File: config.mk
export PLATFORM = sky130hd
export DESIGN_NAME = ysyx_22040759_pc_seq
export DESIGN_NICKNAME = d
export VERILOG_FILES = /design/src/rtl/ysyx_22040759_pc_seq_pkg.sv /design/src/rtl/ysyx_22040759_npc_sel.sv /design/src/rtl/ysyx_22040759_pc_seq.sv
export SDC_FILE = /design/constraint.sdc
export NUM_CORES = 1
export LEC_CHECK = 0
export ABC_AREA = 0
export ABC_CLOCK_PERIOD_IN_PS = 4300
export CAP_MARGIN = 10
export CORE_AREA = 2 2 156 158
export DETAILED_ROUTE_END_ITERATION = 7
export DIE_AREA = 0 0 158 160
export PLACE_DENSITY = 0.65
export SYNTH_ARGS = -nofsm -noshare
export SYNTH_HDL_FRONTEND = slang
export SYNTH_HIERARCHICAL = 1
export SYNTH_SLANG_ARGS = --single-unit
File: constraint.sdc
create_clock -name clk -period 4.3 [get_ports clk]
set_input_delay 0.43 -clock clk [delete_from_list [all_inputs] [get_ports clk]]
set_output_delay 0.43 -clock clk [all_outputs]
set_load 0.01 [all_outputs]
File: src/rtl/ysyx_22040759_pc_seq_pkg.sv
// -----------------------------------------------------------------------------
// ysyx_22040759_pc_seq_pkg
// Shared definitions for the program-counter sequencer:
//   - sequencer state encodings (2 bits)
//   - default address width and reset PC
//   - next-PC source codes used by the next-PC selector
//   - saturating increment helper for the optional performance counters
// -----------------------------------------------------------------------------
package ysyx_22040759_pc_seq_pkg;

  localparam int          XLEN_DEFAULT     = 64;
  localparam logic [63:0] RESET_PC_DEFAULT = 64'h0000_0000_8000_0000;

  typedef enum logic [1:0] {
    PCS_REQ  = 2'd0,
    PCS_WAIT = 2'd1,
    PCS_EXEC = 2'd2,
    PCS_HALT = 2'd3
  } pcs_state_e;

  typedef enum logic [1:0] {
    NPC_SEQ  = 2'd0,
    NPC_BLU  = 2'd1,
    NPC_JMP  = 2'd2,
    NPC_TRAP = 2'd3
  } npc_src_e;

  // Counter increment that sticks at all-ones instead of wrapping.
  function automatic logic [63:0] sat_inc64(input logic [63:0] value);
    logic [63:0] result;
    if (&value) begin
      result = value;
    end else begin
      result = value + 64'd1;
    end
    return result;
  endfunction

endpackage

File: src/rtl/ysyx_22040759_npc_sel.sv
// -----------------------------------------------------------------------------
// ysyx_22040759_npc_sel
// Combinational next-PC selector. Priority: trap vector > jump target >
// branch-unit result > pc+4. Jump/branch targets with bits[1:0] != 0 are
// flagged as misaligned and forced down to a word boundary; trap vectors are
// passed through unchecked.
// Ports:
//   pc          in  current PC
//   blu_pc      in  branch-unit next PC
//   jmp_valid   in  jump redirect request
//   jmp_target  in  jump target
//   trap_valid  in  trap redirect request
//   trap_vec    in  trap vector
//   npc         out selected (aligned) next PC
//   misalign    out selected jump/branch target was not word aligned
// -----------------------------------------------------------------------------
module ysyx_22040759_npc_sel
  import ysyx_22040759_pc_seq_pkg::*;
#(
  parameter int XLEN = XLEN_DEFAULT
) (
  input  logic [XLEN-1:0] pc,
  input  logic [XLEN-1:0] blu_pc,
  input  logic            jmp_valid,
  input  logic [XLEN-1:0] jmp_target,
  input  logic            trap_valid,
  input  logic [XLEN-1:0] trap_vec,
  output logic [XLEN-1:0] npc,
  output logic            misalign
);

  npc_src_e        src;
  logic [XLEN-1:0] pc_inc;
  logic [XLEN-1:0] target;

  // Sequential fallback; wraps silently at the top of the address space.
  assign pc_inc = pc + {{(XLEN-3){1'b0}}, 3'b100};

  // Priority encode the redirect requests into a source code.
  always_comb begin
    src = NPC_BLU;
    if (trap_valid) begin
      src = NPC_TRAP;
    end else if (jmp_valid) begin
      src = NPC_JMP;
    end else begin
      src = NPC_BLU;
    end
  end

  // Pick the raw target and apply the alignment check to non-trap sources.
  always_comb begin
    target   = pc_inc;
    npc      = pc_inc;
    misalign = 1'b0;
    case (src)
      NPC_TRAP: target = trap_vec;
      NPC_JMP:  target = jmp_target;
      NPC_BLU:  target = blu_pc;
      default:  target = pc_inc;
    endcase
    if ((src != NPC_TRAP) && (target[1:0] != 2'b00)) begin
      misalign = 1'b1;
      npc      = {target[XLEN-1:2], 2'b00};
    end else begin
      misalign = 1'b0;
      npc      = target;
    end
  end

endmodule

File: src/rtl/ysyx_22040759_pc_seq.sv
// -----------------------------------------------------------------------------
// ysyx_22040759_pc_seq
// Program-counter sequencer for the multi-cycle core. Owns the PC, fetches
// through a valid/ready handshake with the IFU, holds the returned
// instruction for decode/branch and commits the next PC on exe_done.
// FSM: REQ -> WAIT -> EXEC -> REQ; HALT is terminal until rst.
// Optional feature macro: YSYX_22040759_PC_PERF_EN adds saturating 64-bit
// counters perf_inst / perf_redir / perf_stall.
// Ports:
//   clk, rst                     clock, async active-high reset
//   if_req_valid/ready/addr      fetch request channel (addr = pc)
//   if_rsp_valid/inst/ready      fetch response channel
//   inst_valid, inst, pc_out     held instruction and its PC
//   exe_done                     commit next PC this cycle
//   blu_pc                       branch-unit next PC
//   jmp_valid, jmp_target        jump redirect
//   trap_valid, trap_vec         trap redirect (highest priority)
//   halt                         stop fetching
//   misalign                     1-cycle pulse on misaligned jump/branch commit
//   halted                       sequencer parked in HALT
// -----------------------------------------------------------------------------
module ysyx_22040759_pc_seq
  import ysyx_22040759_pc_seq_pkg::*;
#(
  parameter int              XLEN     = XLEN_DEFAULT,
  parameter logic [XLEN-1:0] RESET_PC = XLEN'(RESET_PC_DEFAULT)
) (
  input  logic            clk,
  input  logic            rst,
  output logic            if_req_valid,
  input  logic            if_req_ready,
  output logic [XLEN-1:0] if_req_addr,
  input  logic            if_rsp_valid,
  input  logic [31:0]     if_rsp_inst,
  output logic            if_rsp_ready,
  output logic            inst_valid,
  output logic [31:0]     inst,
  output logic [XLEN-1:0] pc_out,
  input  logic            exe_done,
  input  logic [XLEN-1:0] blu_pc,
  input  logic            jmp_valid,
  input  logic [XLEN-1:0] jmp_target,
  input  logic            trap_valid,
  input  logic [XLEN-1:0] trap_vec,
  input  logic            halt,
  output logic            misalign,
  output logic            halted
`ifdef YSYX_22040759_PC_PERF_EN
  ,
  output logic [63:0]     perf_inst,
  output logic [63:0]     perf_redir,
  output logic [63:0]     perf_stall
`endif
);

  pcs_state_e      state;
  pcs_state_e      state_nxt;
  logic [XLEN-1:0] pc;
  logic [XLEN-1:0] npc;
  logic            sel_misalign;
  logic            req_fire;
  logic            rsp_fire;
  logic            commit;

  ysyx_22040759_npc_sel #(
    .XLEN(XLEN)
  ) u_npc_sel (
    .pc        (pc),
    .blu_pc    (blu_pc),
    .jmp_valid (jmp_valid),
    .jmp_target(jmp_target),
    .trap_valid(trap_valid),
    .trap_vec  (trap_vec),
    .npc       (npc),
    .misalign  (sel_misalign)
  );

  assign if_req_addr = pc;
  assign pc_out      = pc;

  // The handshake flags are registered copies of the state, so the handshakes
  // use them directly; the REQ flag lags reset release by one cycle.
  assign req_fire = if_req_valid & if_req_ready;
  assign rsp_fire = if_rsp_ready & if_rsp_valid;
  assign commit   = inst_valid & exe_done;

  // Next-state logic.
  always_comb begin
    state_nxt = state;
    case (state)
      PCS_REQ: begin
        if (halt) begin
          state_nxt = PCS_HALT;
        end else if (req_fire) begin
          state_nxt = PCS_WAIT;
        end else begin
          state_nxt = PCS_REQ;
        end
      end
      PCS_WAIT: begin
        if (halt) begin
          state_nxt = PCS_HALT;
        end else if (rsp_fire) begin
          state_nxt = PCS_EXEC;
        end else begin
          state_nxt = PCS_WAIT;
        end
      end
      PCS_EXEC: begin
        if (commit) begin
          state_nxt = halt ? PCS_HALT : PCS_REQ;
        end else begin
          state_nxt = PCS_EXEC;
        end
      end
      PCS_HALT: state_nxt = PCS_HALT;
      default:  state_nxt = PCS_REQ;
    endcase
  end

  // State, PC, instruction and registered handshake/status outputs.
  always_ff @(posedge clk or posedge rst) begin
    if (rst) begin
      state        <= PCS_REQ;
      pc           <= RESET_PC;
      inst         <= 32'h0000_0000;
      if_req_valid <= 1'b0;
      if_rsp_ready <= 1'b0;
      inst_valid   <= 1'b0;
      halted       <= 1'b0;
      misalign     <= 1'b0;
    end else begin
      state        <= state_nxt;
      if_req_valid <= (state_nxt == PCS_REQ);
      if_rsp_ready <= (state_nxt == PCS_WAIT);
      inst_valid   <= (state_nxt == PCS_EXEC);
      halted       <= (state_nxt == PCS_HALT);
      misalign     <= commit & sel_misalign;
      if (commit) begin
        pc <= npc;
      end
      if (rsp_fire) begin
        inst <= if_rsp_inst;
      end
    end
  end

`ifdef YSYX_22040759_PC_PERF_EN
  logic [XLEN-1:0] pc_inc;
  logic            redirect;

  assign pc_inc   = pc + {{(XLEN-3){1'b0}}, 3'b100};
  assign redirect = commit & (npc != pc_inc);

  // Saturating performance counters.
  always_ff @(posedge clk or posedge rst) begin
    if (rst) begin
      perf_inst  <= 64'd0;
      perf_redir <= 64'd0;
      perf_stall <= 64'd0;
    end else begin
      if (commit) begin
        perf_inst <= sat_inc64(perf_inst);
      end
      if (redirect) begin
        perf_redir <= sat_inc64(perf_redir);
      end
      if (state == PCS_WAIT) begin
        perf_stall <= sat_inc64(perf_stall);
      end
    end
  end
`endif

endmodule

# ---- After elaboration in Yosys (flattened, before gate mapping)
# Cells that the tools add are included.
dict set report word_totals {
  regBits 103
}
dict set report classes {
  n_addsub 1
  eq_ne 10
  muxes 12
  bitwise 4
  n_reduce_logical 4
}
# operator count
set op_table {}
lappend op_table {{$pmux W64 S3} 1}
lappend op_table {{$add A64 B3 Y64 const B} 1}
lappend op_table {{$mux W2} 8}
lappend op_table {{$eq A2 B2 Y1 const B} 6}
lappend op_table {{$pmux W2 S4} 1}
lappend op_table {{$eq A2 B1 Y1 const B} 3}
lappend op_table {{$and A1 B1 Y1} 4}
lappend op_table {{$logic_not A2 Y1} 2}
lappend op_table {{$mux W1} 2}
lappend op_table {{$ne A2 B2 Y1 const B} 1}
lappend op_table {{$reduce_bool A2 Y1} 1}
lappend op_table {{$logic_and A1 B1 Y1} 1}

# ---- Depth between registers and ports, before layout
dict set report depth {
  word_depth 8
  ltp_mapped 6
  mapped_depth_nobuf 3
}

# ---- By module
# Netlist, hierarchy kept.
# mod n_inst cells_each area_each_um2
set by_module_without_submodules {}
lappend by_module_without_submodules {ysyx_22040759_pc_seq 1 295 4500.6}
lappend by_module_without_submodules {ysyx_22040759_npc_sel 1 212 1381.3}

# ---- Worst setup path after synthesis
# No wires, ideal clock.
dict set report synth_path {
  path_kind {input to register}
  startpoint {in jmp_valid}
  endpoint {reg pc[4], in the netlist if_req_addr[4]}
  setup_ns 0.125
  t_arrival_ns 1.266
  setup_slack_ns 2.909
  stages 5
  n_path_buf 2
  path_cell_list {buf_6 > buf_8 > mux2i_1 > o21ai_2 > mux2_4}
}
dict set report synth_via {
  elab_chain_len 4
  word_cells_on_any_way 6
  classes_between {3 x eq/ne; 3 x mux}
}
# item line_no
set synth_lines {}
lappend synth_lines {{from (decl)} ysyx_22040759_pc_seq.sv:41} ;# input logic jmp_valid,
lappend synth_lines {{$mux W2 (*)} ysyx_22040759_npc_sel.sv:44} ;# end else if (jmp_valid) begin
lappend synth_lines {{$mux W2 (*)} ysyx_22040759_npc_sel.sv:42} ;# if (trap_valid) begin
lappend synth_lines {{$eq A2 B1 Y1 or $eq A2 B2 Y1 (tied branches)} ysyx_22040759_npc_sel.sv:56} ;# case (src)
lappend synth_lines {{$pmux W64 S3 (*)} ysyx_22040759_npc_sel.sv:56}
lappend synth_lines {{named net npc[4]} ysyx_22040759_pc_seq.sv:59} ;# logic [XLEN-1:0] npc;
lappend synth_lines {{to (signal assigned)} ysyx_22040759_pc_seq.sv:140} ;# pc <= npc;
lappend synth_lines {{to (decl)} ysyx_22040759_pc_seq.sv:58} ;# logic [XLEN-1:0] pc;
# Mark *: on every way through the listed nets, which the timed path passes. The rest lies on a longest branch.
# A chain may end at the register's enable or synchronous reset.

# ---- Worst setup path in the final report
dict set report layout_path {
  startpoint {in exe_done}
  endpoint {reg pc[24], in the netlist if_req_addr[24]}
}
dict set report layout_via {
  elab_chain_len 1
}
# item line_no
set layout_lines {}
lappend layout_lines {{from (decl)} ysyx_22040759_pc_seq.sv:39} ;# input logic exe_done,
lappend layout_lines {{$and A1 B1 Y1} ysyx_22040759_pc_seq.sv:85} ;# assign commit = inst_valid & exe_done;
# Every way passes these cells.

==> qor.yml <==
critPathKind: "input port to flip-flop"
die_w_um: 158
clock_latency_ns: 0.35
final_area_um2: 9860
antenna_found_initial: 0
synth_area_um2: 5880
wl_per_cell_um: 16.8
use_met1_pct: 18.1
cp.arrival_ns: 2.24
final_nets: 1053
ctsHoldBuffers: 0
ios: 397
clkTransAtPathRegs_ns: 0.07
diodes: 0
seqCellArea_um2: 2580
drt_iter0_markers: 188
synthFlopType: "dfrtp_1"
multi_input_area_um2: 2570
cp-start-kind: "input port"
setup_tns_ns: 0
yosys_warnings: 6
synth_edf_count: 0
avgSynthCellArea_um2: 11.6
final_common_cell: "clkdlybuf4s50_1"
gp_congestion: 0.811
rsz0062_at_grt: "false"
cts_resized: 0
cts_setup_buffers: 0
htreeDepth: 3
worst_pin_slew_ns: 1.15
report.final.slew_viol_count: 0
pwr_density_cell_nw_per_um2: 518
synth-seq-cells: 103
yosys.cell_types.count: 30
status: "finished, final reports clean"
clock_sinks: 103
syn_nets: 739
period_needed_ns: 2.01
hold_viol_final: 0
critPathRequiredTime_ns: 4.53
met3_usage_pct: 2.36
fmax_mhz: 498
area_growth_pct: 67.7
cp-end-kind: "flip-flop"
skew_ns: 0.00893
grt_max_degree: 104
dpl_cell_area_um2: 9570
setup_viol: 0
final_layout_size_suffix_gt1_share_pct: 15.3
r2r_slack_ns: 2.44
root_buffer: "clkbuf_16"
placement.io_buffers: 396
cts_buffers: 9
viasPerCell: 4.23
syn_inst: 507
fill_cells: 2340
dp.cells: 1134
grt_pass1_vias: 5044
routed_wl_mm: 19.3
cts.path.max_buffers: 2
grt_busiest_layer: "met2"
dp_hpwl_mm: 14.6
cp_max_fo: 66
ant_nets: 0
ys_async_sr_fraction_pct: 100
ys_seq_area_share_pct: 43.8
final_cell_mix: "394 x clkdlybuf4s50_1, 102 x dfrtp_1, 64 x nand2_1"
dr.pass1.iters: 5
relSlewSlack_pct: 23.5
drc: 0
tritoncts: "yes"
grt_pass1_wl_mm: 28.4
hp-class: "flip-flop to flip-flop"
stdcell_count: 1150
initial_core_util_pct: 24.7
synth_area_leaders: "dfrtp_1 43%, mux2_2 11%, mux2i_1 11%"
min_period_over_period_pct: 46.7
grt_use_total_pct: 14.8
total_power_mw: 5.10
die_h_um: 160
core_area_um2: 23800
use_met2_pct: 25.7
synth_top_area_share_pct: 43.4
vias: 4866
finalHoldWorstSlack_ns: 0.505
peakVddDrop_uv: 214
cap_violations: 0
grt_overflow: 0
die-area_um2: 25300
yosysTopAreaCell: "dfrtp_1"
leakagePower_nw: 4.31
rows: 57
==> final timing paths <==
check	cells past startpoint	startpoint	end
max	3	exe_done	if_req_addr[24]
max in group asynchronous	3	rst	if_req_addr[16]
min	1	inst[2]	inst[2]
min reg2reg	1	inst[2]	inst[2]
min in group asynchronous	3	rst	if_req_addr[47]
max reg2reg	2	inst_valid	if_req_addr[24]
==> critical path, cell delays in order <==
cell and delay, ns:
clkdlybuf4s50_1 0.48, nand2_4 0.84, mux2_2 0.42
==> cells by family after synthesis <==
logic type / synth area share (%)
and+or+nand+nor: 5.55
muxes: 31.4
DFF: 43.8
AOI/OAI and AO/OA: 6.59
buffers and inverters: 12.6
==> area by class of cell <==
| type | instances | area share [%] |
|---|---|---|
| Sequential cell | 103 | 26.1 |
| Clock buffer | 10 | 2.32 |
| Multi-Input combinational cell | 307 | 26.1 |
| Inverter | 1 | 0.0634 |
| Tap cell | 324 | 4.11 |
| Timing Repair Buffer | 399 | 40.6 |
| Clock inverter | 6 | 0.685 |
==> synthesized netlist by cell type (2+ instances only) <==
cell,n
dfrtp_1,102
buf_4,67
nand2_1,65
mux2i_1,62
mux2_2,57
o21ai_1,55
mux2_4,39
buf_2,10
clkbuf_1,7
buf_6,6
buf_8,6
a21oi_1,5
o21ai_0,5
o21ai_2,3
and2_1,2
nor2_1,2
==> through the flow <==
stage	util (%)	worst slack [ns]
CTS	41.4	2.30
global placement	40.2	1.96
floorplan	-	1.17
finish	41.4	2.29
detailed placement	40.2	1.92
global route	41.4	2.17
==> sequential cells by signal (all words and copies together) (netlist names) <==
name	flops
if_rsp_ready	1
halted	1
if_req_addr	64
misalign	1
if_req_valid	1
state	2
inst_valid	1
inst	32
==> report_power, final <==
group          leakage, nW  switching, mW  internal [mW]
Sequential            1.29          0.358           1.34
Combinational         2.88          0.841           1.72
Clock                0.139          0.390          0.456
==> per-layer routing <==
layer	up-vias	wire length [um]
met5	-	0
met4	0	398
met3	24	1210
met2	210	9860
met1	2317	7860
li1	2315	-
Note: power is estimated with default switching activity, not from simulation.
